==> src/rtl/regfile_pkg.sv <==
// Shared defaults and port-slicing helpers for the register file slice.
// Packed multi-port buses place port p at [p*W +: W].
`ifndef REGFILE_PKG_SV
`define REGFILE_PKG_SV
`define RF_SLICE(vec, idx, w) vec[(idx)*(w) +: (w)]

package regfile_pkg;
  localparam int DATA_W_DEF = 32;
  localparam int ADDR_W_DEF = 5;
  localparam int NUM_RD_DEF = 2;
  localparam int ZERO_REG   = 0;
endpackage
`endif

==> src/rtl/regfile_bypass_mux.sv <==
// Per-read-port bypass selection between the two write ports and storage.
// Port 1 outranks port 0; hit drives the rbusy mask in the top.
module regfile_bypass_mux
  import regfile_pkg::*;
#(
  parameter int DATA_W = DATA_W_DEF,
  parameter int ADDR_W = ADDR_W_DEF
) (
  input  logic [ADDR_W-1:0]   raddr,
  input  logic [1:0]          we,
  input  logic [2*ADDR_W-1:0] waddr,
  input  logic [2*DATA_W-1:0] wdata,
  input  logic [DATA_W-1:0]   stored,
  output logic [DATA_W-1:0]   rdata,
  output logic                hit
);

  logic nz;
  logic hit0;
  logic hit1;

  assign nz   = raddr != ADDR_W'(ZERO_REG);
  assign hit1 = nz && we[1]
             && (`RF_SLICE(waddr, 1, ADDR_W) == raddr);
  assign hit0 = nz && we[0] && !hit1
             && (`RF_SLICE(waddr, 0, ADDR_W) == raddr);
  assign hit  = hit0 | hit1;

  always_comb begin
    rdata = stored;
    unique case (1'b1)
      hit1:    rdata = `RF_SLICE(wdata, 1, DATA_W);
      hit0:    rdata = `RF_SLICE(wdata, 0, DATA_W);
      default: rdata = stored;
    endcase
  end

endmodule

==> src/rtl/regfile_sb.sv <==
// Multi-port register file with write bypass and a pending-write
// scoreboard; register 0 reads as zero and is never busy.
module regfile_sb
  import regfile_pkg::*;
#(
  parameter int DATA_W = DATA_W_DEF,
  parameter int ADDR_W = ADDR_W_DEF,
  parameter int NUM_RD = NUM_RD_DEF
) (
  input  logic                     clk,
  input  logic                     rst,
  input  logic [1:0]               we,
  input  logic [2*ADDR_W-1:0]      waddr,
  input  logic [2*DATA_W-1:0]      wdata,
  input  logic [NUM_RD*ADDR_W-1:0] raddr,
  output logic [NUM_RD*DATA_W-1:0] rdata,
  output logic [NUM_RD-1:0]        rbusy,
  input  logic                     issue_en,
  input  logic [ADDR_W-1:0]        issue_addr,
  input  logic [ADDR_W-1:0]        debug_addr,
  output logic [DATA_W-1:0]        debug_data
);

  localparam int DEPTH = 1 << ADDR_W;
  localparam logic [ADDR_W-1:0] ZA = ADDR_W'(ZERO_REG);

  logic [DATA_W-1:0] regs [1:DEPTH-1];
  logic [DEPTH-1:0]  busy;
  logic [DEPTH-1:0]  busy_nxt;

  logic [ADDR_W-1:0] wa0;
  logic [ADDR_W-1:0] wa1;
  logic              wr0;
  logic              wr1;

  assign wa0 = `RF_SLICE(waddr, 0, ADDR_W);
  assign wa1 = `RF_SLICE(waddr, 1, ADDR_W);
  assign wr0 = we[0] && (wa0 != ZA);
  assign wr1 = we[1] && (wa1 != ZA);

  // Issue is applied after clears so a newer producer stays pending.
  always_comb begin
    busy_nxt = busy;
    if (wr0) busy_nxt[wa0] = 1'b0;
    if (wr1) busy_nxt[wa1] = 1'b0;
    if (issue_en && (issue_addr != ZA))
      busy_nxt[issue_addr] = 1'b1;
    busy_nxt[0] = 1'b0;
  end

  always_ff @(posedge clk or posedge rst) begin
    if (rst) begin
      for (int i = 1; i < DEPTH; i++)
        regs[i] <= '0;
      busy <= '0;
    end else begin
      if (wr0) regs[wa0] <= `RF_SLICE(wdata, 0, DATA_W);
      if (wr1) regs[wa1] <= `RF_SLICE(wdata, 1, DATA_W);
      busy <= busy_nxt;
    end
  end

  assign debug_data = (debug_addr == ZA) ? '0
                                         : regs[debug_addr];

  for (genvar r = 0; r < NUM_RD; r++) begin : g_rd
    logic [ADDR_W-1:0] ra;
    logic [DATA_W-1:0] stored;
    logic              hit;

    assign ra     = `RF_SLICE(raddr, r, ADDR_W);
    assign stored = (ra == ZA) ? '0 : regs[ra];

    regfile_bypass_mux #(
      .DATA_W(DATA_W),
      .ADDR_W(ADDR_W)
    ) u_mux (
      .raddr (ra),
      .we    (we),
      .waddr (waddr),
      .wdata (wdata),
      .stored(stored),
      .rdata (`RF_SLICE(rdata, r, DATA_W)),
      .hit   (hit)
    );

    assign rbusy[r] = busy[ra] & ~hit;
  end

endmodule

==> config.mk <==
export PLATFORM = sky130hd
export DESIGN_NAME = regfile_sb
export DESIGN_NICKNAME = d
export VERILOG_FILES = /design/src/rtl/regfile_pkg.sv /design/src/rtl/regfile_bypass_mux.sv /design/src/rtl/regfile_sb.sv
export SDC_FILE = /design/constraint.sdc
export NUM_CORES = 2
export LEC_CHECK = 0
export ABC_AREA = 0
export CAP_MARGIN = 30
export CORE_MARGIN = 2
export CORE_UTILIZATION = 50
export DETAILED_ROUTE_END_ITERATION = 16
export HOLD_SLACK_MARGIN = 0.05
export PLACE_DENSITY = 0.67
export SYNTH_ARGS = -nofsm -noshare
export SYNTH_HDL_FRONTEND = slang
export SYNTH_HIERARCHICAL = 1
export SYNTH_SLANG_ARGS = --single-unit
==> constraint.sdc <==
create_clock -name clk -period 53.7 [get_ports clk]
set_input_delay 10.74 -clock clk [delete_from_list [all_inputs] [get_ports clk]]
set_output_delay 10.74 -clock clk [all_outputs]
set_load 0.01 [all_outputs]
Word-level counts from Yosys, hierarchy flattened
Cells that the tools add are included.
{"block": "word_totals", "word_cells": 130, "in_bits": 99, "regBits": 1023, "output_inout_bits": 98}
{"block": "op_classes", "n_bitwise": 16, "n_mux": 35, "order_cmp": 15, "n_reduce_logical": 28, "eq_ne": 4}
{"operator": "992-bit bitwise mux", "n": 2}
{"operator": "992-bit two-way mux", "n": 2}
{"operator": "32-bit binary-select mux with 5-bit select", "n": 3}
{"operator": "32-bit two-way mux", "n": 14}
{"operator": "32-bit demux with 5-bit select", "n": 2}
{"operator": "32-bit one-hot mux with 2 select lines", "n": 2}
{"operator": "32-bit AND", "n": 2}
{"operator": "32-bit NOT", "n": 2}
{"operator": "32-bit bitwise OR", "n": 1}
{"operator": "6-bit >= comparator (second input constant)", "n": 5}
{"operator": "5-bit by 6-bit < comparator with 1-bit output (second input constant)", "n": 5}
{"operator": "5-bit NOT with 6-bit output", "n": 5}
{"operator": "5-bit nonzero test", "n": 5}
{"operator": "5-bit equality test", "n": 4}
{"operator": "1-bit logical AND", "n": 18}
{"operator": "1-bit demux with 5-bit select", "n": 3}
{"operator": "5-bit by 1-bit >= comparator with 1-bit output (second input constant)", "n": 3}
{"operator": "5-bit zero test", "n": 3}
{"operator": "6-bit by 1-bit < comparator with 1-bit output (second input constant)", "n": 2}
{"operator": "1-bit binary-select mux with 5-bit select", "n": 2}
{"operator": "1-bit two-way mux", "n": 5}
{"operator": "1-bit AND", "n": 2}
{"operator": "1-bit zero test", "n": 2}
{"operator": "1-bit NOT", "n": 2}
{"operator": "1-bit bitwise OR", "n": 2}

Longest topological paths before layout
{"block": "logic_depth", "word_depth": 11, "ltp_mapped": 11, "mapped_depth_nobuf": 7}

Modules after synthesis
The synthesis kept the hierarchy.
{"module": "regfile_sb", "seq_area_each_um2": 25599.6, "area_per_inst_um2": 72788.6, "instances": 1, "cells_per_inst": 6858}
{"module": "regfile_bypass_mux", "seq_area_each_um2": 0.0, "area_per_inst_um2": 967.2, "instances": 2, "cells_per_inst": 170}

Worst setup path before layout
Ideal clock, no wire load.
{"block": "synth_timing", "path_type": "in2out", "start": "input port raddr[1]", "end": "output port rbusy[0]", "path_buffers": 2, "t_arrival_ps": 12523, "path_stages": 7, "setup_slack_ps": 30437, "t_required_ps": 42960, "path_cell_list": "or4_4 > o211ai_2 > or2_1 > buf_4 > buf_6 > o21ai_1 > a2111oi_0"}
{"block": "synth_via", "elab_chain_cells": 9, "word_cells_on_any_way": 14, "classes_between": "eq/ne (2); mux (2); bitwise (3); reduce/logical (7)"}
{"element": "start, declared", "line_no": "regfile_sb.sv:15", "rtl": "input logic [NUM_RD*ADDR_W-1:0] raddr,"}
{"element": "5-bit nonzero test", "line_no": "regfile_bypass_mux.sv:22", "rtl": "assign nz = raddr != ADDR_W'(ZERO_REG);"}
{"element": "1-bit logical AND (2 in a row)", "line_no": "regfile_bypass_mux.sv:23", "rtl": "assign hit1 = nz && we[1]"}
{"element": "1-bit zero test", "line_no": "regfile_bypass_mux.sv:25", "rtl": "assign hit0 = nz && we[0] && !hit1"}
{"element": "1-bit logical AND (2 in a row)", "line_no": "regfile_bypass_mux.sv:25"}
{"element": "1-bit bitwise OR (*)", "line_no": "regfile_bypass_mux.sv:27", "rtl": "assign hit = hit0 | hit1;"}
{"element": "named net g_rd[0].hit", "line_no": "regfile_sb.sv:69", "rtl": "logic hit;"}
{"element": "1-bit NOT (*)", "line_no": "regfile_sb.sv:87", "rtl": "assign rbusy[r] = busy[ra] & ~hit;"}
{"element": "1-bit AND (*)", "line_no": "regfile_sb.sv:87"}
{"element": "end, declared", "line_no": "regfile_sb.sv:17", "rtl": "output logic [NUM_RD-1:0] rbusy,"}
The timed path passes the listed nets; every way through them passes the cells marked *. The select of a mux whose other input is x is not followed.

Worst setup path after layout
{"block": "layout_timing", "start": "input port raddr[0]", "end": "output port rdata[16]"}
{"block": "layout_via", "word_cells_on_any_way": 16, "classes_between": "eq/ne (2); mux (5); bitwise (1); reduce/logical (8)"}
{"element": "5-bit NOT with 6-bit output (not written as such)", "line_no": "regfile_sb.sv:72", "rtl": "assign stored = (ra == ZA) ? '0 : regs[ra];"}
{"element": "32-bit binary-select mux with 5-bit select", "line_no": "regfile_sb.sv:72"}
{"element": "32-bit two-way mux (not written as such) (2 in a row)", "line_no": "regfile_sb.sv:72"}
{"element": "32-bit two-way mux (*)", "line_no": "regfile_sb.sv:72"}
{"element": "named net g_rd[0].stored[16]", "line_no": "regfile_sb.sv:68", "rtl": "logic [DATA_W-1:0] stored;"}
{"element": "32-bit one-hot mux with 2 select lines (*)", "line_no": "regfile_bypass_mux.sv:31", "rtl": "unique case (1'b1)"}
{"element": "end, declared", "line_no": "regfile_sb.sv:16", "rtl": "output logic [NUM_RD*DATA_W-1:0] rdata,"}
Marked as above.

==> impl_metrics.tcl <==
set metrics [dict create \
    status "finished, final reports clean" \
    clock_path_buffers 3 \
    drt-total-wl_um 310000 \
    min_path_cells 2 \
    cts.root.buffer_cell "clkbuf_16" \
    synth_top_cell_by_area "dfrtp_1" \
    final_common_cell "mux2i_1" \
    die_area_sq_um 153000 \
    regArea_sq_um 25600 \
    maxCapViolCount 0 \
    crit_required_ps 42960 \
    area_growth_pct 9.65 \
    globalRouteTotalUtil 0.400 \
    drive_gt1_frac 0.201 \
    path_class "in2out" \
    arrival_ps 16160 \
    slew_headroom 0.249 \
    pin_count 197 \
    busiest_layer "met2" \
    synth_area_leaders "dfrtp_1, mux4_2, mux2i_1, a21oi_1, nor2_1" \
    synth_top_family_by_area "multiplexers" \
    muxShareOfSynthArea 0.390 \
    grt_start_max_net_pins 162 \
    hold_path_end "busy[17]$_DFF_PP0_" \
    r2r-end "regs[115]$_DFF_PP0_" \
    hold_viol 0 \
    crit_path_start_kind "primary input" \
    syn_inst 7198 \
    grt.met1_usage 0.508 \
    period_minus_slack_ps 26900 \
    netlist_area_sq_um 74700 \
    dp_cells 8649 \
    multi_input_area_sq_um 45700 \
    fill_cells 12400 \
    via_count 64800 \
    fp.coreArea_sq_um 148000 \
    drt-initial-drc-count 10800 \
    clkPwrFrac 0.292 \
    synth_seq_area_share 0.343 \
    cts_num_sinks 1023 \
    gr-usage-met3 0.156 \
    setup_violations 0 \
    synth_enable_flop_cells 0 \
    async_flop_share 1.00 \
    dpl.hpwl_um 179000 \
    drv_slew 0 \
    hp-class "reg2reg" \
    worstHoldStart "busy[17]$_DFF_PP0_" \
    ctsResizeCount 0 \
    synth_xor_area_frac 0.00234 \
    rsz0062_at_grt "false" \
    insertion_delay_ps 750 \
    layout_common_cells "mux2i_1, dfrtp_1, a21oi_1" \
    ys_seq_elements 1023 \
    met2_usage 0.570 \
    yosys.area_share.simple 0.0948 \
    fin_cells 8877 \
    synth_top_area_frac 0.343 \
    antenna_found_initial 24 \
    synth_warnings 6 \
    viasPerCell 7.30 \
    comb_power_share 0.312 \
    path_clk_slew_ps 60 \
    cts_hold_buf 0 \
    cts_max_level 3 \
    placementRows 141 \
    ir_worst_vdd_v 0.0000292 \
    power.share.sequential 0.396 \
    netSwitchingFraction 0.332 \
    synth_compound_area_frac 0.117 \
    rrSetupSlack_ps 52830 \
    fmax_mhz 37.2 \
    final_antenna_net_count 0 \
    dr.pass1.iters 9 \
    worstMarginPinSlew_ps 1130 \
    cp-end-kind "output port" \
    crit_fanout 85 \
    p_leak_nw 34.8 \
    r2r_cells 2 \
    p_int_mw 2.02 \
    die_w_um 391 \
    die_y_um 391 \
    final.setup.tns_ps 0 \
    cts_made_buffers 117 \
    timing.final.crit_share 0.501 \
    skew_ps 0 \
    r2r_start "regs[115]$_DFF_PP0_" \
    final_nets 6941 \
    wl_per_cell_um 34.9 \
    grt_pass1_vias 62000 \
    switchingPower_mw 1.01 \
    grt_pass1_wl_um 443000 \
    synth_ff_type "dfrtp_1" \
    initial_utilization 0.505 \
    gp_congestion 0.908 \
    grt-ovfl-total 0 \
    p_per_area_nw_per_um2 37.0 \
    cts_tree "yes" \
    synth_nets 7297 \
    synth_cell_types 54 \
    io_buffer_count 196 \
    synth.avg_cell_area_sq_um 10.4 \
    postCtsSetupBuffers 0 \
    synth_fa_ha_area_frac 0 \
    drc 0 \
]
-- cells by family (layout without fill, tap and decap cells) --
kind of cell	Yosys count	after routing
DFF	1023	1023
xor gates and xnor gates	20	20
buffers and inverters	882	622
muxes	2069	2069
AOI/OAI and AO/OA	1555	1555
and+or+nand+nor	1649	1649
other	0	9
-- per-layer routing --
metal / share of wire / vias to the layer above
li1: - / 26100
met3: 0.15 / 1349
met5: 0.00076 / -
met1: 0.35 / 31900
met2: 0.42 / 5348
met4: 0.076 / 26
-- critical path, stage by stage --
cell and delay [ps]:
buf_8 570, buf_12 650, buf_4 380, buf_16 330
buf_4 720, mux4_2 370, mux2i_1 70, and3_1 220
a211oi_1 210, o21ai_0 140, a31oi_1 800, clkdlybuf4s50_1 710
-- synth_stat cells (111+ instances only) --
| master | number |
|---|---|
| clkbuf_1 | 523 |
| mux4_2 | 652 |
| dfrtp_1 | 1023 |
| a21oi_1 | 930 |
| buf_2 | 199 |
| nor2b_1 | 111 |
| mux2_2 | 228 |
| nor2_1 | 907 |
| o21ai_0 | 221 |
| mux2i_1 | 1189 |
| nor3_1 | 165 |
| nand2_1 | 295 |
-- cell type report --
class,instances,area share
antenna,9,0.000275
clock buffer,151,0.0405
clock inverter,64,0.0101
inverter,5,0.000321
multi-input combinational,5293,0.557
sequential,1023,0.312
tap,1930,0.0295
timing repair buffer,402,0.0494
-- registers in the layout, indices dropped and copies added (netlist names) --
signal and cells:
regs 992, busy 31
-- metrics by stage --
step                power [mW]  hold slack (ps)   util  setup WS (ps)  cell area (sq um)
global placement          2.08              505  0.521          26640              77200
CTS                       2.99              527  0.553          26930              81800
global route              3.14              546  0.553          26570              81900
finish                    3.03              529  0.554          26800              81900
floorplan                 1.84              483      -          14170              74700
detailed placement        2.12              513  0.525          26940              77700
-- power by group through the flow --
stage / Clock [mW] / Combinational (mW) / Sequential [mW]
after floorplan: 0 / 0.709 / 1.13
after global placement: 0 / 0.901 / 1.18
after detailed placement: 0 / 0.925 / 1.20
after CTS: 0.883 / 0.927 / 1.18
after global routing: 0.913 / 1.01 / 1.22
final: 0.883 / 0.945 / 1.20
-- worst max path at each step --
stage              from            endpoint  slack [ps]
6_report       raddr[0]           rdata[16]       26800
3_5_place_dp   raddr[0]           rdata[16]       26940
2_1_floorplan       rst  busy[10]$_DFF_PP0_       14170
4_1_cts        raddr[0]           rdata[16]       26930
5_1_grt        raddr[0]           rdata[16]       26570
3_3_place_gp   raddr[0]           rdata[16]       26640
Note: power is estimated with default switching activity, not from simulation.
